[src/rtl/control_unit_if.sv]
// Control bundle between the multi-cycle main control FSM and the datapath.
// The FSM drives every enable and select; the datapath supplies the IR opcode field.
interface control_unit_if;
   logic [6:0] instruction_opcode_i;
   logic       pc_write_o;
   logic       pc_write_cond_o;
   logic       pc_source_o;
   logic       ir_write_o;
   logic       memory_read_o;
   logic       memory_write_o;
   logic       lorD_o;
   logic       reg_write_o;
   logic       memory_to_reg_o;
   logic [1:0] aluop_o;
   logic       is_immediate_o;
   logic [1:0] alu_src_a_o;
   logic [1:0] alu_src_b_o;
   logic       illegal_o;
   logic [3:0] state_o;

   modport master (
      input  instruction_opcode_i,
      output pc_write_o, pc_write_cond_o, pc_source_o, ir_write_o, memory_read_o,
             memory_write_o, lorD_o, reg_write_o, memory_to_reg_o, aluop_o,
             is_immediate_o, alu_src_a_o, alu_src_b_o, illegal_o, state_o
   );

   modport slave (
      output instruction_opcode_i,
      input  pc_write_o, pc_write_cond_o, pc_source_o, ir_write_o, memory_read_o,
             memory_write_o, lorD_o, reg_write_o, memory_to_reg_o, aluop_o,
             is_immediate_o, alu_src_a_o, alu_src_b_o, illegal_o, state_o
   );
endinterface

[src/rtl/control_unit.sv]
// Multi-cycle RV32I main control FSM: fetch, decode, execute, memory, write-back.
// Outputs are decoded from the state register; strobes are gated off while in reset.
module control_unit (
   input  logic           clk,
   input  logic           rst_n,
   control_unit_if.master ctrl_io
);
   localparam logic [6:0] OpLoad   = 7'b0000011;
   localparam logic [6:0] OpStore  = 7'b0100011;
   localparam logic [6:0] OpRType  = 7'b0110011;
   localparam logic [6:0] OpIType  = 7'b0010011;
   localparam logic [6:0] OpBranch = 7'b1100011;
   localparam logic [6:0] OpJal    = 7'b1101111;
   localparam logic [6:0] OpJalr   = 7'b1100111;
   localparam logic [6:0] OpLui    = 7'b0110111;
   localparam logic [6:0] OpAuipc  = 7'b0010111;

   typedef enum logic [3:0] {
      StFetch    = 4'd0,
      StDecode   = 4'd1,
      StMemAdr   = 4'd2,
      StMemRead  = 4'd3,
      StMemWb    = 4'd4,
      StMemWrite = 4'd5,
      StExecR    = 4'd6,
      StExecI    = 4'd7,
      StAluWb    = 4'd8,
      StBranch   = 4'd9,
      StJal      = 4'd10,
      StJalr     = 4'd11,
      StLui      = 4'd12,
      StAuipc    = 4'd13
   } state_e;

   state_e     state_q, state_d;
   logic       pc_write, pc_write_cond, ir_write, memory_read, memory_write;
   logic       reg_write, illegal;
   logic       pc_source, lord, memory_to_reg, is_immediate;
   logic [1:0] aluop, src_a, src_b;
   logic [6:0] opcode;

   assign opcode = ctrl_io.instruction_opcode_i;

   always_ff @(posedge clk or negedge rst_n) begin
      if (!rst_n) begin
         state_q <= StFetch;
      end else begin
         state_q <= state_d;
      end
   end

   always_comb begin
      state_d       = StFetch;
      pc_write      = 1'b0;
      pc_write_cond = 1'b0;
      ir_write      = 1'b0;
      memory_read   = 1'b0;
      memory_write  = 1'b0;
      reg_write     = 1'b0;
      illegal       = 1'b0;
      pc_source     = 1'b0;
      lord          = 1'b0;
      memory_to_reg = 1'b0;
      is_immediate  = 1'b1;
      aluop         = 2'b00;
      src_a         = 2'b00;
      src_b         = 2'b00;
      case (state_q)
         StFetch: begin
            memory_read = 1'b1;
            ir_write    = 1'b1;
            pc_write    = 1'b1;
            src_b       = 2'b01;
            state_d     = StDecode;
         end
         StDecode: begin
            // Speculatively compute the branch/JAL target into ALUOut.
            src_a = 2'b10;
            src_b = 2'b10;
            case (opcode)
               OpLoad, OpStore: state_d = StMemAdr;
               OpRType:         state_d = StExecR;
               OpIType:         state_d = StExecI;
               OpBranch:        state_d = StBranch;
               OpJal:           state_d = StJal;
               OpJalr:          state_d = StJalr;
               OpLui:           state_d = StLui;
               OpAuipc:         state_d = StAuipc;
               default: begin
                  illegal = 1'b1;
                  state_d = StFetch;
               end
            endcase
         end
         StMemAdr: begin
            src_a   = 2'b01;
            src_b   = 2'b10;
            state_d = (opcode == OpLoad) ? StMemRead : StMemWrite;
         end
         StMemRead: begin
            memory_read = 1'b1;
            lord        = 1'b1;
            state_d     = StMemWb;
         end
         StMemWb: begin
            reg_write     = 1'b1;
            memory_to_reg = 1'b1;
         end
         StMemWrite: begin
            memory_write = 1'b1;
            lord         = 1'b1;
         end
         StExecR: begin
            src_a   = 2'b01;
            aluop   = 2'b10;
            state_d = StAluWb;
         end
         StExecI: begin
            src_a        = 2'b01;
            src_b        = 2'b10;
            aluop        = 2'b10;
            is_immediate = 1'b0;
            state_d      = StAluWb;
         end
         StAluWb: reg_write = 1'b1;
         StBranch: begin
            src_a         = 2'b01;
            aluop         = 2'b01;
            pc_write_cond = 1'b1;
            pc_source     = 1'b1;
         end
         StJal: begin
            // PC takes the target from ALUOut while ALUOut captures the link address.
            pc_write  = 1'b1;
            pc_source = 1'b1;
            src_a     = 2'b10;
            src_b     = 2'b01;
            state_d   = StAluWb;
         end
         StJalr: begin
            src_a   = 2'b01;
            src_b   = 2'b10;
            state_d = StJal;
         end
         StLui: begin
            src_a   = 2'b11;
            src_b   = 2'b10;
            state_d = StAluWb;
         end
         StAuipc: begin
            src_a   = 2'b10;
            src_b   = 2'b10;
            state_d = StAluWb;
         end
         default: begin
            src_b = 2'b01;
         end
      endcase
   end

   assign ctrl_io.pc_write_o      = pc_write & rst_n;
   assign ctrl_io.pc_write_cond_o = pc_write_cond & rst_n;
   assign ctrl_io.ir_write_o      = ir_write & rst_n;
   assign ctrl_io.memory_read_o   = memory_read & rst_n;
   assign ctrl_io.memory_write_o  = memory_write & rst_n;
   assign ctrl_io.reg_write_o     = reg_write & rst_n;
   assign ctrl_io.illegal_o       = illegal & rst_n;
   assign ctrl_io.pc_source_o     = pc_source;
   assign ctrl_io.lorD_o          = lord;
   assign ctrl_io.memory_to_reg_o = memory_to_reg;
   assign ctrl_io.is_immediate_o  = is_immediate;
   assign ctrl_io.aluop_o         = aluop;
   assign ctrl_io.alu_src_a_o     = src_a;
   assign ctrl_io.alu_src_b_o     = src_b;
   assign ctrl_io.state_o         = state_q;
endmodule

[src/flat_wrapper.sv]
// flat-port wrapper written by rule: the top's interface ports become plain ports
module control_unit_flat 
  (clk, rst_n, ctrl_io_instruction_opcode_i, ctrl_io_pc_write_o, ctrl_io_pc_write_cond_o, ctrl_io_pc_source_o, ctrl_io_ir_write_o, ctrl_io_memory_read_o, ctrl_io_memory_write_o, ctrl_io_lorD_o, ctrl_io_reg_write_o, ctrl_io_memory_to_reg_o, ctrl_io_aluop_o, ctrl_io_is_immediate_o, ctrl_io_alu_src_a_o, ctrl_io_alu_src_b_o, ctrl_io_illegal_o, ctrl_io_state_o);
  control_unit_if ctrl_io_i ();
  input  logic clk;
  input  logic rst_n;
  input wire logic [$bits(ctrl_io_i.instruction_opcode_i)-1:0] ctrl_io_instruction_opcode_i;
  output wire logic [$bits(ctrl_io_i.pc_write_o)-1:0] ctrl_io_pc_write_o;
  output wire logic [$bits(ctrl_io_i.pc_write_cond_o)-1:0] ctrl_io_pc_write_cond_o;
  output wire logic [$bits(ctrl_io_i.pc_source_o)-1:0] ctrl_io_pc_source_o;
  output wire logic [$bits(ctrl_io_i.ir_write_o)-1:0] ctrl_io_ir_write_o;
  output wire logic [$bits(ctrl_io_i.memory_read_o)-1:0] ctrl_io_memory_read_o;
  output wire logic [$bits(ctrl_io_i.memory_write_o)-1:0] ctrl_io_memory_write_o;
  output wire logic [$bits(ctrl_io_i.lorD_o)-1:0] ctrl_io_lorD_o;
  output wire logic [$bits(ctrl_io_i.reg_write_o)-1:0] ctrl_io_reg_write_o;
  output wire logic [$bits(ctrl_io_i.memory_to_reg_o)-1:0] ctrl_io_memory_to_reg_o;
  output wire logic [$bits(ctrl_io_i.aluop_o)-1:0] ctrl_io_aluop_o;
  output wire logic [$bits(ctrl_io_i.is_immediate_o)-1:0] ctrl_io_is_immediate_o;
  output wire logic [$bits(ctrl_io_i.alu_src_a_o)-1:0] ctrl_io_alu_src_a_o;
  output wire logic [$bits(ctrl_io_i.alu_src_b_o)-1:0] ctrl_io_alu_src_b_o;
  output wire logic [$bits(ctrl_io_i.illegal_o)-1:0] ctrl_io_illegal_o;
  output wire logic [$bits(ctrl_io_i.state_o)-1:0] ctrl_io_state_o;
  assign ctrl_io_i.instruction_opcode_i = ctrl_io_instruction_opcode_i;
  assign ctrl_io_pc_write_o = ctrl_io_i.pc_write_o;
  assign ctrl_io_pc_write_cond_o = ctrl_io_i.pc_write_cond_o;
  assign ctrl_io_pc_source_o = ctrl_io_i.pc_source_o;
  assign ctrl_io_ir_write_o = ctrl_io_i.ir_write_o;
  assign ctrl_io_memory_read_o = ctrl_io_i.memory_read_o;
  assign ctrl_io_memory_write_o = ctrl_io_i.memory_write_o;
  assign ctrl_io_lorD_o = ctrl_io_i.lorD_o;
  assign ctrl_io_reg_write_o = ctrl_io_i.reg_write_o;
  assign ctrl_io_memory_to_reg_o = ctrl_io_i.memory_to_reg_o;
  assign ctrl_io_aluop_o = ctrl_io_i.aluop_o;
  assign ctrl_io_is_immediate_o = ctrl_io_i.is_immediate_o;
  assign ctrl_io_alu_src_a_o = ctrl_io_i.alu_src_a_o;
  assign ctrl_io_alu_src_b_o = ctrl_io_i.alu_src_b_o;
  assign ctrl_io_illegal_o = ctrl_io_i.illegal_o;
  assign ctrl_io_state_o = ctrl_io_i.state_o;
  control_unit u_core (.clk(clk), .rst_n(rst_n), .ctrl_io(ctrl_io_i));
endmodule
[config.mk]
export PLATFORM = sky130hd
export DESIGN_NAME = control_unit_flat
export DESIGN_NICKNAME = d
export VERILOG_FILES = /design/src/rtl/control_unit_if.sv /design/src/rtl/control_unit.sv /design/src/flat_wrapper.sv
export SDC_FILE = /design/constraint.sdc
export NUM_CORES = 1
export LEC_CHECK = 0
export CAP_MARGIN = 5
export CORE_MARGIN = 2
export CORE_UTILIZATION = 34
export CTS_CLUSTER_SIZE = 25
export DETAILED_ROUTE_END_ITERATION = 8
export GPL_TIMING_DRIVEN = 0
export PLACE_DENSITY = 0.83
export RECOVER_POWER = 50
export SLEW_MARGIN = 10
export SYNTH_ARGS = -nofsm -noshare
export SYNTH_HDL_FRONTEND = slang
export SYNTH_SLANG_ARGS = --single-unit
[constraint.sdc]
create_clock -name clk -period 1.1 [get_ports clk]
set_input_delay 0.22 -clock clk [delete_from_list [all_inputs] [get_ports clk]]
set_output_delay 0.22 -clock clk [all_outputs]
set_load 0.01 [all_outputs]
==> results.json <==
{
  "later_pin_clock_latency_in_the_skew_report_ps": 260,
  "root_buffer": "sky130_fd_sc_hd__clkbuf_4",
  "first_global_vias": 833,
  "slowest_delay_ps": 470,
  "layout.filler_cells": 29,
  "route.top_layer_used": "met4",
  "grt.overflow.total": 0,
  "dr_total_vias": 1020,
  "max_freq_mhz": 528,
  "endpoint_kind": "primary output",
  "timing.critical_path.depth": 5,
  "status": "finished with violations",
  "worstPathArrival_ps": 1670,
  "area_delta_synth_final_pct": 162,
  "setup-tns-final_ps": -11870,
  "ys.warnings.count": 0,
  "power_density_nw_per_um2": 1570,
  "cts_made_buffers": 3,
  "max_slew.worst_pin.slew_ps": 597,
  "synth_area_per_cell_sq_um": 7.66,
  "grt_setup_unrepaired": "yes",
  "detail_route.wirelength.met1_um": 1370,
  "synth_enable_flop_cells": 0,
  "finalCriticalPeriod_ps": 1890,
  "synth_top_area_cell": "sky130_fd_sc_hd__dfrtp_1",
  "initial_drt_markers": 34,
  "synthesis.nets": 81,
  "critical-path-slowest-cell": "sky130_fd_sc_hd__dfrtp_2",
  "largest_register_ff_count": 4,
  "min_period_over_period_pct": 172,
  "timing.final.max_slew_violations": 0,
  "fin_ws_ps": -794,
  "gp_congestion": 0.805,
  "gr_usage_total_pct": 29.9,
  "violated_checks": "setup timing",
  "synth_seq_cells": 4,
  "power.ir.vdd_worst_mv": 1.29,
  "numPortBuffers": 29,
  "dr_wl_met2_um": 1960,
  "synthCells": 72,
  "ys_top_cells_by_area": "sky130_fd_sc_hd__dfrtp_1, sky130_fd_sc_hd__nor2_1, sky130_fd_sc_hd__nand2b_1, sky130_fd_sc_hd__nor3_1, sky130_fd_sc_hd__mux2_2",
  "critical_path_class": "reg2out",
  "drv.max_cap_violation_count": 0,
  "ys.flop_type": "sky130_fd_sc_hd__dfrtp_1",
  "layout.cells.non_filler": 155,
  "detailedPlacementHpwl_um": 1320,
  "routed_via_density": 6.58,
  "num-nets-final": 149,
  "tritoncts": "built",
  "floorplan.initialDensity_pct": 36.6,
  "setup-violations-final": 25,
  "htreeDepth": 1,
  "grt_max_degree": 11,
  "cpLargestDelayFamily": "simple AND/OR/NAND/NOR gates",
  "synthesis.area_sq_um": 552,
  "clock_skew_ps": 12.6,
  "data_required_time_at_the_worst_endpoint_ps": 880,
  "final-hold-violation-count": 0,
  "path_buf_inv": 2,
  "worstPathMaxFanout": 5,
  "timing.critical_path.from_type": "register",
  "dr_wl_met3_um": 378,
  "rows": 14,
  "crit_chain": "and2b_2, buf_6, nand3_4, nor3_2, buf_2",
  "top_level_ports": 30,
  "netlist_top_cells_count": "sky130_fd_sc_hd__nor2_1, sky130_fd_sc_hd__nand2_1, sky130_fd_sc_hd__nor3_1, sky130_fd_sc_hd__dfrtp_1, sky130_fd_sc_hd__nand2b_1",
  "floorplan.die_area_sq_um": 1960,
  "slew-limit-headroom_pct": 60.2,
  "drt.antenna.violating_nets": 0,
  "ctsHoldBuffers": 0,
  "post_synth_num_cell_types": 35,
  "hold_path_class": "in2async",
  "ys_async_sr_fraction_pct": 100,
  "global_route_wire_length_before_repair_um": 4250,
  "post_drt_wl_per_cell_um": 25.2,
  "yosys.area.top_type_share_pct": 18.1,
  "leakagePower_nw": 0.669,
  "fp.dieW_um": 44.3,
  "synth_sequential_area_ratio_pct": 18.1,
  "wirelength_um": 3910,
  "leading_cell_type_by_number_of_instances_after_synthesis": "sky130_fd_sc_hd__nor2_1",
  "core_sq_um": 1510,
  "cts_buffer_depth": 2,
  "fraction_of_final_layout_cells_sized_beyond_drive_strength_1_pct": 72.7,
  "floorplan.die.height_um": 44.3,
  "antenna_cells_inserted": 0,
  "r2r.worst_path.cells": 6,
  "detail_route.first_pass.iterations": 4,
  "antenna_found_initial": 0,
  "cts.sink_count": 4,
  "cts.reportedPaths.clkPinSlew_ps": 60,
  "detail_route.drc_violations": 0,
  "post-place-cells": 117
}
## per-stage QoR
| step | hold WS [ps] | worst slack (ps) | utilization [%] | area, sq um | total power [W] |
|---|---|---|---|---|---|
| after floorplan | -75.6 | -192 | - | 668 | 0.000836 |
| after global placement | 520 | -1080 | 65.0 | 978 | 0.00122 |
| after detailed placement | 517 | -1080 | 65.0 | 978 | 0.00124 |
| after CTS | 17.5 | -609 | 83.1 | 1250 | 0.00186 |
| after global routing | 53.3 | -875 | 96.0 | 1450 | 0.00238 |
| final | 73.8 | -794 | 96.0 | 1450 | 0.00228 |
## power breakdown
| part | internal (W) | leakage [nW] | switching (W) |
|---|---|---|---|
| registers | 0.000177 | 0.0473 | 0.0000526 |
| clock network | 0.000139 | 0.0150 | 0.000101 |
| logic | 0.000993 | 0.606 | 0.000815 |
## final timing paths
| check | to | slack (ps) | from |
|---|---|---|---|
| setup / recovery | ctrl_io_illegal_o | -790 | u_core.ctrl_io.state_o[1] |
| hold / removal | u_core.ctrl_io.state_o[1] | 70 | rst_n |
| setup reg to reg | u_core.ctrl_io.state_o[2] | -340 | u_core.ctrl_io.state_o[1] |
| hold reg to reg | u_core.ctrl_io.state_o[0] | 790 | u_core.ctrl_io.state_o[0] |
| max in group asynchronous | u_core.ctrl_io.state_o[2] | 590 | rst_n |
| min in group clk | u_core.ctrl_io.state_o[0] | 590 | ctrl_io_instruction_opcode_i[5] |
## cell families (layout without fill, tap and decap cells)
logic type | after synthesis | after routing | share of synthesized area, %
DFF | 4 | 4 | 18.1
buffers and inverters | 4 | 71 | 3.40
xor gates and xnor gates | 3 | 3 | 4.76
muxes | 4 | 4 | 7.71
AOI/OAI and AO/OA | 13 | 13 | 18.1
and+or+nand+nor | 44 | 44 | 47.8
## layout make-up
type                       count  area [sq um]  share of cell area, %
clock buffer                   4          26.3                   1.82
timing repair buffer          64           621                   42.9
sequential                     4           105                   7.27
multi-input combinational     64           637                   44.0
buffer                         3          37.5                   2.60
tap                           16          20.0                   1.38
## metal layers
metal | vias to the layer above | track usage, %
met1 | 499 | 35.7
met4 | 0 | 10.3
li1 | 408 | -
met5 | - | 0
met2 | 90 | 55.0
met3 | 23 | 3.27
## worst reg2reg max path, stage by stage, from the launching register on
cell	delay, ps
sky130_fd_sc_hd__dfrtp_2	470
sky130_fd_sc_hd__buf_6	160
sky130_fd_sc_hd__buf_16	130
sky130_fd_sc_hd__buf_6	110
sky130_fd_sc_hd__buf_6	110
sky130_fd_sc_hd__a21boi_1	130
sky130_fd_sc_hd__o21a_1	200
## placed cells by master, fill, tap and decap left out, types with 2 or more instances in the layout
| cell | count |
|---|---|
| sky130_fd_sc_hd__dlygate4sd2_1 | 4 |
| sky130_fd_sc_hd__buf_2 | 10 |
| sky130_fd_sc_hd__nor3_1 | 2 |
| sky130_fd_sc_hd__dfrtp_2 | 4 |
| sky130_fd_sc_hd__buf_4 | 15 |
| sky130_fd_sc_hd__mux2_4 | 2 |
| sky130_fd_sc_hd__nand4_1 | 2 |
| sky130_fd_sc_hd__o221ai_2 | 2 |
| sky130_fd_sc_hd__nor3_2 | 2 |
| sky130_fd_sc_hd__nand2b_4 | 3 |
| sky130_fd_sc_hd__mux2i_1 | 2 |
| sky130_fd_sc_hd__clkbuf_4 | 3 |
| sky130_fd_sc_hd__nand2_4 | 3 |
| sky130_fd_sc_hd__nand2_2 | 2 |
| sky130_fd_sc_hd__nor2_2 | 2 |
| sky130_fd_sc_hd__and3_1 | 3 |
| sky130_fd_sc_hd__nor2_4 | 5 |
| sky130_fd_sc_hd__buf_12 | 2 |
| sky130_fd_sc_hd__nand3b_1 | 3 |
| sky130_fd_sc_hd__clkdlybuf4s50_1 | 4 |
| sky130_fd_sc_hd__buf_6 | 30 |
| sky130_fd_sc_hd__and4b_1 | 2 |
## timing repair
item	4_1_cts	5_1_grt
endpoints found under the setup margin	25	25
hold endpoints to repair	0	0
pin swaps	9	15
buffers inserted	19	16
resized for setup	125	22
gates cloned	2	0
Note: power is estimated with default switching activity, not from simulation.
